## src/rtl/fetch_issue.sv

```systemverilog
// fetch_issue: bundle fetch engine with a registered issue queue, redirect flush and fetch gating.
// Define FETCH_HAZARD_SPLIT_EN to split bundles at intra-bundle RAW hazards.
module fetch_issue #(
    parameter int unsigned LANES  = 2,
    parameter int unsigned PC_W   = 12,
    parameter int unsigned QDEPTH = 4
) (
    input  logic                  clk,
    input  logic                  rst,
    output logic                  imem_req,
    output logic [PC_W-1:0]       imem_addr,
    input  logic [LANES*32-1:0]   imem_rdata,
    input  logic                  redirect_valid,
    input  logic [PC_W-1:0]       redirect_pc,
    output logic                  issue_valid,
    input  logic                  issue_ready,
    output logic [LANES*32-1:0]   issue_bundle,
    output logic [LANES-1:0]      issue_lane_valid,
    output logic [PC_W-1:0]       issue_pc
);
    localparam int unsigned BW    = LANES * 32;
    localparam int unsigned PTR_W = (QDEPTH > 1) ? $clog2(QDEPTH) : 1;
    localparam int unsigned CNT_W = $clog2(QDEPTH + 1);

    logic [PC_W-1:0]  pc_q, pc_d;
    logic             pend_q, pend_d;
    logic [PC_W-1:0]  pend_pc_q, pend_pc_d;
    logic [PTR_W-1:0] wr_ptr_q, wr_ptr_d;
    logic [PTR_W-1:0] rd_ptr_q, rd_ptr_d;
    logic [CNT_W-1:0] count_q, count_d;
    logic [BW-1:0]    data_q [QDEPTH];
    logic [PC_W-1:0]  qpc_q  [QDEPTH];

    logic             fetch_ok;
    logic             hs;
    logic             pop;
    logic             push;
    logic             all_issued;
    logic [LANES-1:0] lane_mask;

    // In-flight responses count against capacity so the queue can never overflow.
    assign fetch_ok  = (32'(count_q) + 32'(pend_q)) < QDEPTH;
    assign imem_req  = !rst && !redirect_valid && fetch_ok;
    assign imem_addr = pc_q;

    assign issue_valid      = (count_q != '0);
    assign issue_bundle     = data_q[rd_ptr_q];
    assign issue_pc         = qpc_q[rd_ptr_q];
    assign issue_lane_valid = issue_valid ? lane_mask : '0;

    assign hs   = issue_valid && issue_ready && !redirect_valid;
    assign pop  = hs && all_issued;
    assign push = pend_q && !redirect_valid;

`ifdef FETCH_HAZARD_SPLIT_EN
    logic [LANES-1:0] issued_q, issued_d;
    logic [6:0]       lane_op  [LANES];
    logic [4:0]       lane_rd  [LANES];
    logic [4:0]       lane_rs1 [LANES];
    logic [4:0]       lane_rs2 [LANES];
    logic [LANES-1:0] lane_wr, lane_r1, lane_r2, lane_haz;

    // Decode register usage of each lane of the head bundle; lane 0 sits in the MSBs.
    always_comb begin
        for (int k = 0; k < LANES; k++) begin
            lane_op[k]  = issue_bundle[(LANES-1-k)*32 +: 7];
            lane_rd[k]  = issue_bundle[(LANES-1-k)*32 + 7 +: 5];
            lane_rs1[k] = issue_bundle[(LANES-1-k)*32 + 15 +: 5];
            lane_rs2[k] = issue_bundle[(LANES-1-k)*32 + 20 +: 5];
            lane_wr[k]  = (lane_rd[k] != 5'd0) &&
                          (lane_op[k] == 7'b0110011 || lane_op[k] == 7'b0010011 ||
                           lane_op[k] == 7'b0000011 || lane_op[k] == 7'b0110111 ||
                           lane_op[k] == 7'b0010111 || lane_op[k] == 7'b1101111 ||
                           lane_op[k] == 7'b1100111);
            lane_r1[k]  = !(lane_op[k] == 7'b0110111 || lane_op[k] == 7'b0010111 ||
                            lane_op[k] == 7'b1101111);
            lane_r2[k]  = (lane_op[k] == 7'b0110011 || lane_op[k] == 7'b0100011 ||
                           lane_op[k] == 7'b1100011);
        end
    end

    // A lane is hazarded when it reads a register written by an earlier unissued lane.
    always_comb begin
        lane_haz = '0;
        for (int k = 0; k < LANES; k++) begin
            for (int j = 0; j < LANES; j++) begin
                if (j < k && !issued_q[j] && lane_wr[j] &&
                    ((lane_r1[k] && lane_rs1[k] == lane_rd[j]) ||
                     (lane_r2[k] && lane_rs2[k] == lane_rd[j]))) begin
                    lane_haz[k] = 1'b1;
                end
            end
        end
    end

    always_comb begin : split_mask
        logic started;
        logic stop;
        lane_mask = '0;
        started   = 1'b0;
        stop      = 1'b0;
        for (int k = 0; k < LANES; k++) begin
            if (!issued_q[k] && !stop) begin
                if (started && lane_haz[k]) begin
                    stop = 1'b1;
                end else begin
                    lane_mask[k] = 1'b1;
                    started      = 1'b1;
                end
            end
        end
    end

    assign all_issued = ((issued_q | lane_mask) == '1);

    always_comb begin
        issued_d = issued_q;
        if (redirect_valid || pop) begin
            issued_d = '0;
        end else if (hs) begin
            issued_d = issued_q | lane_mask;
        end
    end

    always_ff @(posedge clk or posedge rst) begin
        if (rst) begin
            issued_q <= '0;
        end else begin
            issued_q <= issued_d;
        end
    end
`else
    assign lane_mask  = '1;
    assign all_issued = 1'b1;
`endif

    // Fetch PC, in-flight tracking and queue pointers.
    always_comb begin
        pc_d      = pc_q;
        pend_d    = imem_req;
        pend_pc_d = imem_req ? pc_q : pend_pc_q;
        wr_ptr_d  = wr_ptr_q;
        rd_ptr_d  = rd_ptr_q;
        count_d   = count_q + CNT_W'(push) - CNT_W'(pop);
        if (imem_req) begin
            pc_d = pc_q + PC_W'(1);
        end
        if (push) begin
            wr_ptr_d = wr_ptr_q + PTR_W'(1);
        end
        if (pop) begin
            rd_ptr_d = rd_ptr_q + PTR_W'(1);
        end
        if (redirect_valid) begin
            pc_d     = redirect_pc;
            wr_ptr_d = '0;
            rd_ptr_d = '0;
            count_d  = '0;
        end
    end

    always_ff @(posedge clk or posedge rst) begin
        if (rst) begin
            pc_q      <= '0;
            pend_q    <= 1'b0;
            pend_pc_q <= '0;
            wr_ptr_q  <= '0;
            rd_ptr_q  <= '0;
            count_q   <= '0;
        end else begin
            pc_q      <= pc_d;
            pend_q    <= pend_d;
            pend_pc_q <= pend_pc_d;
            wr_ptr_q  <= wr_ptr_d;
            rd_ptr_q  <= rd_ptr_d;
            count_q   <= count_d;
        end
    end

    // Queue storage needs no reset; validity is tracked by count_q.
    always_ff @(posedge clk) begin
        if (push) begin
            data_q[wr_ptr_q] <= imem_rdata;
            qpc_q[wr_ptr_q]  <= pend_pc_q;
        end
    end

endmodule

```

## config.mk

```make
export PLATFORM = sky130hd
export DESIGN_NAME = fetch_issue
export DESIGN_NICKNAME = d
export VERILOG_FILES = /design/src/rtl/fetch_issue.sv
export SDC_FILE = /design/constraint.sdc
export NUM_CORES = 1
export LEC_CHECK = 0
export ABC_CLOCK_PERIOD_IN_PS = 3540
export CORE_ASPECT_RATIO = 0.8
export CORE_MARGIN = 1.5
export CORE_UTILIZATION = 57
export CTS_BUF_LIST = sky130_fd_sc_hd__clkbuf_2 sky130_fd_sc_hd__clkbuf_4 sky130_fd_sc_hd__clkbuf_8
export CTS_CLUSTER_SIZE = 16
export DETAILED_ROUTE_END_ITERATION = 7
export PLACE_DENSITY = 0.82
export SYNTH_ARGS = -nofsm -noshare
export SYNTH_HDL_FRONTEND = slang
export SYNTH_SLANG_ARGS = --single-unit
export TNS_END_PERCENT = 10
```

## constraint.sdc

```tcl
create_clock -name clk -period 3.54 [get_ports clk]
set_clock_uncertainty 0.2 [all_clocks]
set_input_delay 0.531 -clock clk [delete_from_list [all_inputs] [get_ports clk]]
set_output_delay 0.531 -clock clk [all_outputs]
set_load 0.05 [all_outputs]
```

==> impl_metrics.env <==
export IMPL_fmax_mhz=293
export IMPL_use_met3=0.0507
export IMPL_synth_ff_type="edfxtp_1"
export IMPL_power_density_nw_per_um2=698
export IMPL_whs_path_depth=0
export IMPL_antenna_found_initial=0
export IMPL_slew_violations=0
export IMPL_viasPerCell=5.81
export IMPL_yosysMostFrequentCell="edfxtp_1"
export IMPL_synth_area_leader_cell="edfxtp_1"
export IMPL_cts_made_buffers=49
export IMPL_yosysSeqAreaShare=0.788
export IMPL_ir_worst_vdd_mv=0.586
export IMPL_rr_worst_depth=10
export IMPL_drv_cap=0
export IMPL_worstMarginPinSlew_ns=0.681
export IMPL_io_pins=172
export IMPL_cts_tree="yes"
export IMPL_drc=0
export IMPL_fin_crit_sh=0.964
export IMPL_syn_to_final_growth_pct=24.1
export IMPL_vias=6274
export IMPL_final_seq_area_um2=9940
export IMPL_grt_pass1_wl_mm=36.9
export IMPL_holdPathEnd="qpc_q[0][3]"
export IMPL_ys_async_sr_fraction=0.0952
export IMPL_die_h_um=136
export IMPL_power_leakage_nw=5.21
export IMPL_setup_worst_path_start="rd_ptr_q[0]"
export IMPL_reg2reg_slack_ns=0.77
export IMPL_syn_cell_area_um2=12600
export IMPL_row_count=48
export IMPL_syn_area_per_cell_um2=22.8
export IMPL_clk_pin_slew_ns=0.06
export IMPL_fin_cells=1079
export IMPL_fin_area_um2=15600
export IMPL_syn_num_nets=642
export IMPL_finalSetupViolations=0
export IMPL_grt_busiest_layer="met2"
export IMPL_coreArea_um2=21600
export IMPL_path_class="flop to primary output"
export IMPL_dp_cells=990
export IMPL_die_w_um=169
export IMPL_gr_usage_met1=0.297
export IMPL_overflow=0
export IMPL_pre_cts_slack_ns=0.575
export IMPL_synth_seq_cells=336
export IMPL_synthCells=553
export IMPL_clkSinkCount=336
export IMPL_grt_usage=0.215
export IMPL_outcome="complete, no violations"
export IMPL_drtIter0Drc=462
export IMPL_start_util=0.582
export IMPL_grt_max_degree=53
export IMPL_multi_input_area_um2=2500
export IMPL_final_util=0.723
export IMPL_cp_end_kind="primary output"
export IMPL_yosys_area_top_type_share=0.725
export IMPL_worstPathArrival_ns=2.68
export IMPL_clk_latency_ns=0.54
export IMPL_grt_util_met2=0.353
export IMPL_setup_slack_ns=0.129
export IMPL_place_area_um2=14700
export IMPL_cts_htree_levels=2
export IMPL_io_buffers=171
export IMPL_critPathLaunchType="flop"
export IMPL_post_route_min_period_ns=3.41
export IMPL_cts_setup_buffers=0
export IMPL_synth_common_cells="304 x edfxtp_1, 76 x mux4_2, 32 x dfrtp_1"
export IMPL_r2r_end="count_q[2]"
export IMPL_die_area_um2=23000
export IMPL_drt_wl_total_mm=23.9
export IMPL_fin_nets=855
export IMPL_place_congestion=0.839
export IMPL_diodes=0
export IMPL_fin_setup_tns_ns=0
export IMPL_critPathMaxFanout=37
export IMPL_synth_warnings=0
export IMPL_clock_path_buffers=3
export IMPL_min_delay_start="pend_pc_q[3]"
export IMPL_routedWlPerCell_um=22.2
export IMPL_required_ns=2.81
export IMPL_drt_pass1_iter_count=5
export IMPL_grt_pass1_vias=6745
export IMPL_relSlewSlack=0.546
export IMPL_num_fill_cells=1265
export IMPL_dp_hpwl_mm=14.7
export IMPL_rsz0062_at_grt="false"
export IMPL_clockRootBuffer="clkbuf_8"
export IMPL_drive_above_1_share=0.284
export IMPL_ant_nets=0
export IMPL_hold_viol=0
export IMPL_synthTopCellsByArea="edfxtp_1 72%, mux4_2 14%, dfrtp_1 6.4%"
export IMPL_netlist_cell_type_count=36
export IMPL_holdCritPathClass="flop to flop"
export IMPL_synth_edf_count=304
export IMPL_reg2reg_from="count_q[1]"
export IMPL_holdBufCountCts=0
report_power, final:
part / switching (W) / total, W / internal, W
Combinational: 0.00193 / 0.00317 / 0.00124
Clock: 0.00135 / 0.00294 / 0.00159
Sequential: 0.000205 / 0.00481 / 0.00460
logic make-up (layout without fill, tap and decap cells):
family / count (synthesis) / after routing / synth area share
flip-flops: 336 / 336 / 0.788
XOR/XNOR: 5 / 5 / 0.00348
multiplexers: 90 / 90 / 0.148
buffers and inverters: 35 / 286 / 0.0134
adder cells (fa/ha/maj): 9 / 9 / 0.00954
AO/OA/AOI/OAI: 25 / 25 / 0.0146
AND/OR/NAND/NOR: 53 / 53 / 0.0223
state kept, by name (all words and copies together), names as in the netlist:
| name | count |
|---|---|
| pend_pc_q | 12 |
| pend_q | 1 |
| data_q | 256 |
| count_q | 3 |
| wr_ptr_q | 2 |
| rd_ptr_q | 2 |
| qpc_q | 48 |
| imem_addr | 12 |
critical path, stage by stage (launching register included):
cell	delay [ns]
dfrtp_4	0.52
buf_12	0.33
mux4_2	0.55
clkdlybuf4s50_1	0.72
worst max path at each step:
stage / end / cells after the start
CTS: issue_pc[9] / 3
finish: issue_bundle[13] / 3
global route: issue_bundle[11] / 3
floorplan: data_q[0][0] / 2
detailed placement: count_q[2] / 10
global placement: issue_pc[3] / 3
layer usage:
metal	routed length, um	part of all wire
met5	0	0
met4	284	0.012
met3	1720	0.072
met2	11900	0.50
met1	10100	0.42
cell type report:
class / count / share of cell area
clock buffer: 73 / 0.0563
tap: 275 / 0.0220
clock inverter: 16 / 0.00440
multi-input combinational: 182 / 0.160
timing repair buffer: 188 / 0.119
inverter: 9 / 0.00216
sequential: 336 / 0.636
layout by cell type (no fill, tap or decap), drive strengths merged:
| cell type | netlist | layout |
|---|---|---|
| nand2b | 1 | 1 |
| nor2b | 2 | 2 |
| nand4 | 1 | 1 |
| clkdlybuf4s50 | 0 | 127 |
| edfxtp | 304 | 304 |
| a31oi | 10 | 10 |
| nand2 | 5 | 5 |
| clkbuf | 9 | 73 |
| clkinv | 0 | 15 |
| and3 | 1 | 1 |
| mux4 | 76 | 76 |
| fa | 1 | 1 |
| o21ai | 3 | 3 |
| ha | 8 | 8 |
| dlymetal6s2s | 0 | 6 |
| nor2 | 19 | 19 |
| or4 | 8 | 8 |
| inv | 9 | 9 |
| o31ai | 8 | 8 |
| dfrtp | 32 | 32 |
| xnor2 | 2 | 2 |
| and4 | 1 | 1 |
| clkinvlp | 0 | 1 |
| buf | 17 | 55 |
| nand4b | 1 | 1 |
| o22a | 1 | 1 |
| xor2 | 3 | 3 |
| mux2i | 2 | 2 |
| o211a | 1 | 1 |
| nand3 | 7 | 7 |
| a21oi | 1 | 1 |
| or3 | 3 | 3 |
| and2 | 4 | 4 |
| o32a | 1 | 1 |
| mux2 | 12 | 12 |
through the flow:
| stage | hold WS (ns) | total power (W) |
|---|---|---|
| 6_report | 0.321 | 0.0109 |
| 5_1_grt | 0.337 | 0.0113 |
| 4_1_cts | 0.317 | 0.0110 |
| 3_5_place_dp | 0.304 | 0.00808 |
| 3_3_place_gp | 0.291 | 0.00799 |
| 2_1_floorplan | 0.269 | 0.00709 |
what timing repair did:
action | in CTS | in global routing
endpoints found under the hold margin | 0 | 0
endpoints found under the setup margin | 0 | 6
resized for setup | 0 | 6
Power figures use the tool's default switching activity.
==> RTL edit, RTL diff (same flow settings) <==
The option `FETCH_HAZARD_SPLIT_EN` is turned on by a define.
--- a/src/rtl/fetch_issue.sv
+++ b/src/rtl/fetch_issue.sv
@@ -1,4 +1,6 @@
 // fetch_issue: bundle fetch engine with a registered issue queue, redirect flush and fetch gating.
 // Define FETCH_HAZARD_SPLIT_EN to split bundles at intra-bundle RAW hazards.
+`define FETCH_HAZARD_SPLIT_EN
+
 module fetch_issue #(
     parameter int unsigned LANES  = 2,
Formal check against the unedited RTL: not equivalent (Yosys sat finds a counterexample within 4 cycles, from zero or initial values and one cycle with rst high).
==> RTL edit against the original RTL <==
The run now ends with setup timing left. Synthesized area rose by 2.6%. Worst hold slack got worse by 0.033 ns. Count of clock-buffer cells in the layout fell by 7. Sequential share of layout area fell by 2.6 points. Combinational power fell by 3%. Cell area rose by 4.8%. Routed wire length rose by 8.3%. Total power rose by 0.16%. First-iteration DRC count rose by 16%. Worst setup slack got worse by 0.50 ns. Fmax fell by 13%. Sequential cell count rose by 2. Global-route usage rose by 1.0 points. Largest power group unchanged.
==> RTL edit: results (changes against the original RTL) <==
ys_top_cells_by_area: "edfxtp_1 71%, mux4_2 12%, dfrtp_1 6.6%"  # was edfxtp_1 72%, mux4_2 14%, dfrtp_1 6.4%
syn-num-nets: 701  # was 642
antenna_found_initial: 3  # was 0
peakVddDrop_mv: 0.597  # was 0.586 mV
clockBufferDepth: 3  # unchanged
leakage_nw: 5.62  # was 5.21 nW
antenna_left: 0  # unchanged
clock_latency_ns: 0.57  # was 0.54 ns
post_drt_wl_per_cell_microns: 21.5  # was 22.2 microns
grt_pass1_wl_mm: 39.3  # was 36.9 mm
reg.largest.list: "data_q (256), qpc_q (48)"  # unchanged
clk_pin_slew_worst_paths_ns: 0.07
setup_slack_ns: -0.376  # was 0.129 ns
status: "finished with violations"  # was completed
drt-initial-drc-count: 535  # was 462
fin_tns_setup_ns: -1.06  # was 0 ns
synth-async-reset-ratio: 0.101  # was 0.0952
yosys_warnings: 0  # unchanged
grt_max_degree: 31  # was 53
ys_dominant_reg_cell: "edfxtp_1"  # unchanged
ys_seq_area_frac: 0.772  # was 0.788
dp_hpwl_mm: 16.8  # was 14.7 mm
holdWs_ns: 0.288  # was 0.321 ns
grt_use_total: 0.225  # was 0.215
grt_pass1_vias: 7196  # was 6745
drive_gt1_frac: 0.261  # was 0.284
dr.pass1.iters: 5  # unchanged
synth-edff-count: 304  # unchanged
ys_types: 46  # was 36
finalSetupViolations: 3  # was 0
cts_inserted_buffers: 50  # was 49
r2r_end: "count_q[1]"  # was count_q[2]
crit_start: "rd_ptr_q[0]"  # unchanged
violations: "setup timing"
synth_common_cells: "304 x edfxtp_1, 67 x mux4_2, 47 x nand2_1, 34 x dfrtp_1, 14 x nor2_1"  # was 304 x edfxtp_1, 76 x mux4_2, 32 x dfrtp_1, 18 x nor2_1, 11 x mux2_2
crit_fanout: 6  # was 37
h-tree-depth: 2  # unchanged
vias_per_cell: 5.67  # was 5.81
worstMarginPinSlew_ns: 0.840  # was 0.681 ns
reg2reg_setup_slack_ns: -0.35  # was 0.77 ns
reg2reg_depth: 16  # was 10
fillers: 1313  # was 1265
min_path_type: "input pin to asynchronous set/reset pin"  # was register to register
cts_root_buffer: "clkbuf_8"  # unchanged
place_congestion: 0.887  # was 0.839
nets: 947  # was 855
io_buffer_count: 171  # unchanged
crit_arrival_ns: 3.18  # was 2.68 ns
RTL edit: logic make-up (layout without fill, tap and decap cells):
group,Yosys count,after routing,synth area share
AO/OA/AOI/OAI,35,35,0.0192
XOR/XNOR,13,13,0.00881
adder cells (fa/ha/maj),9,9,0.00930
buffers and inverters,36,323,0.0136
flip-flops,338,338,0.772
multiplexers,79,79,0.138
other,0,2,0
AND/OR/NAND/NOR,102,102,0.0388
RTL edit: area by class of cell:
class                   count  area (sq um)  area share
diodes                      2          5.00    0.000306
clock buffers              66           815      0.0497
clock inverters            27           176      0.0108
inverters                  10          37.5     0.00229
multi-input cells         238          2820       0.172
flip-flops and latches    338          9990       0.610
well taps                 306           383      0.0234
repair buffers            220          2160       0.132
RTL edit: how the worst max path moves through the flow:
| stage | endpoint | slack (ns) | depth (start not counted) |
|---|---|---|---|
| 2_1_floorplan | count_q[2] | -0.19 | 15 |
| 3_3_place_gp | count_q[2] | -0.24 | 16 |
| 3_5_place_dp | count_q[2] | -0.24 | 16 |
| 4_1_cts | issue_lane_valid[1] | -0.40 | 10 |
| 5_1_grt | count_q[2] | -0.51 | 17 |
| 6_report | issue_lane_valid[1] | -0.38 | 11 |
RTL edit: per-layer routing:
layer  track usage  share of wire
met1         0.309           0.42
met2         0.358           0.49
met3        0.0603          0.076
met4        0.0712          0.017
met5             0        0.00058
RTL edit: through the flow:
| step | worst slack, ns | utilization | std cells | cell area, sq um | power [mW] |
|---|---|---|---|---|---|
| finish | -0.376 | 0.732 | 1207 | 16400 | 10.9 |
| detailed placement | -0.236 | 0.683 | 1104 | 15300 | 7.91 |
| global route | -0.512 | 0.732 | 1205 | 16400 | 11.4 |
| global placement | -0.238 | 0.683 | 1104 | 15300 | 7.83 |
| floorplan | -0.194 | - | 612 | 12900 | 6.87 |
| CTS | -0.399 | 0.728 | 1202 | 16300 | 11.0 |
RTL edit: worst max-delay path, stage by stage (launching register included):
cell	delay (ns)
dfrtp_4	0.52
buf_6	0.15
buf_4	0.13
mux4_2	0.48
xor2_1	0.20
nor4_2	0.27
and4_4	0.28
nor2_2	0.05
nor3b_2	0.17
buf_4	0.16
nor3_4	0.04
buf_6	0.16
RTL edit: power by group:
| group | internal (mW) | leakage [nW] | total (mW) | switching (mW) |
|---|---|---|---|---|
| Clock | 1.65 | 0.514 | 3.05 | 1.40 |
| Combinational | 1.21 | 1.92 | 3.09 | 1.88 |
| Sequential | 4.61 | 3.18 | 4.78 | 0.176 |
RTL edit: repair_timing:
| action | 4_1_cts | 5_1_grt |
|---|---|---|
| resized for setup | 47 | 14 |
| setup buffers | 5 | 3 |
| endpoints found under the setup margin | 36 | 10 |
| pin swaps | 1 | 4 |
| gates cloned | 0 | 0 |
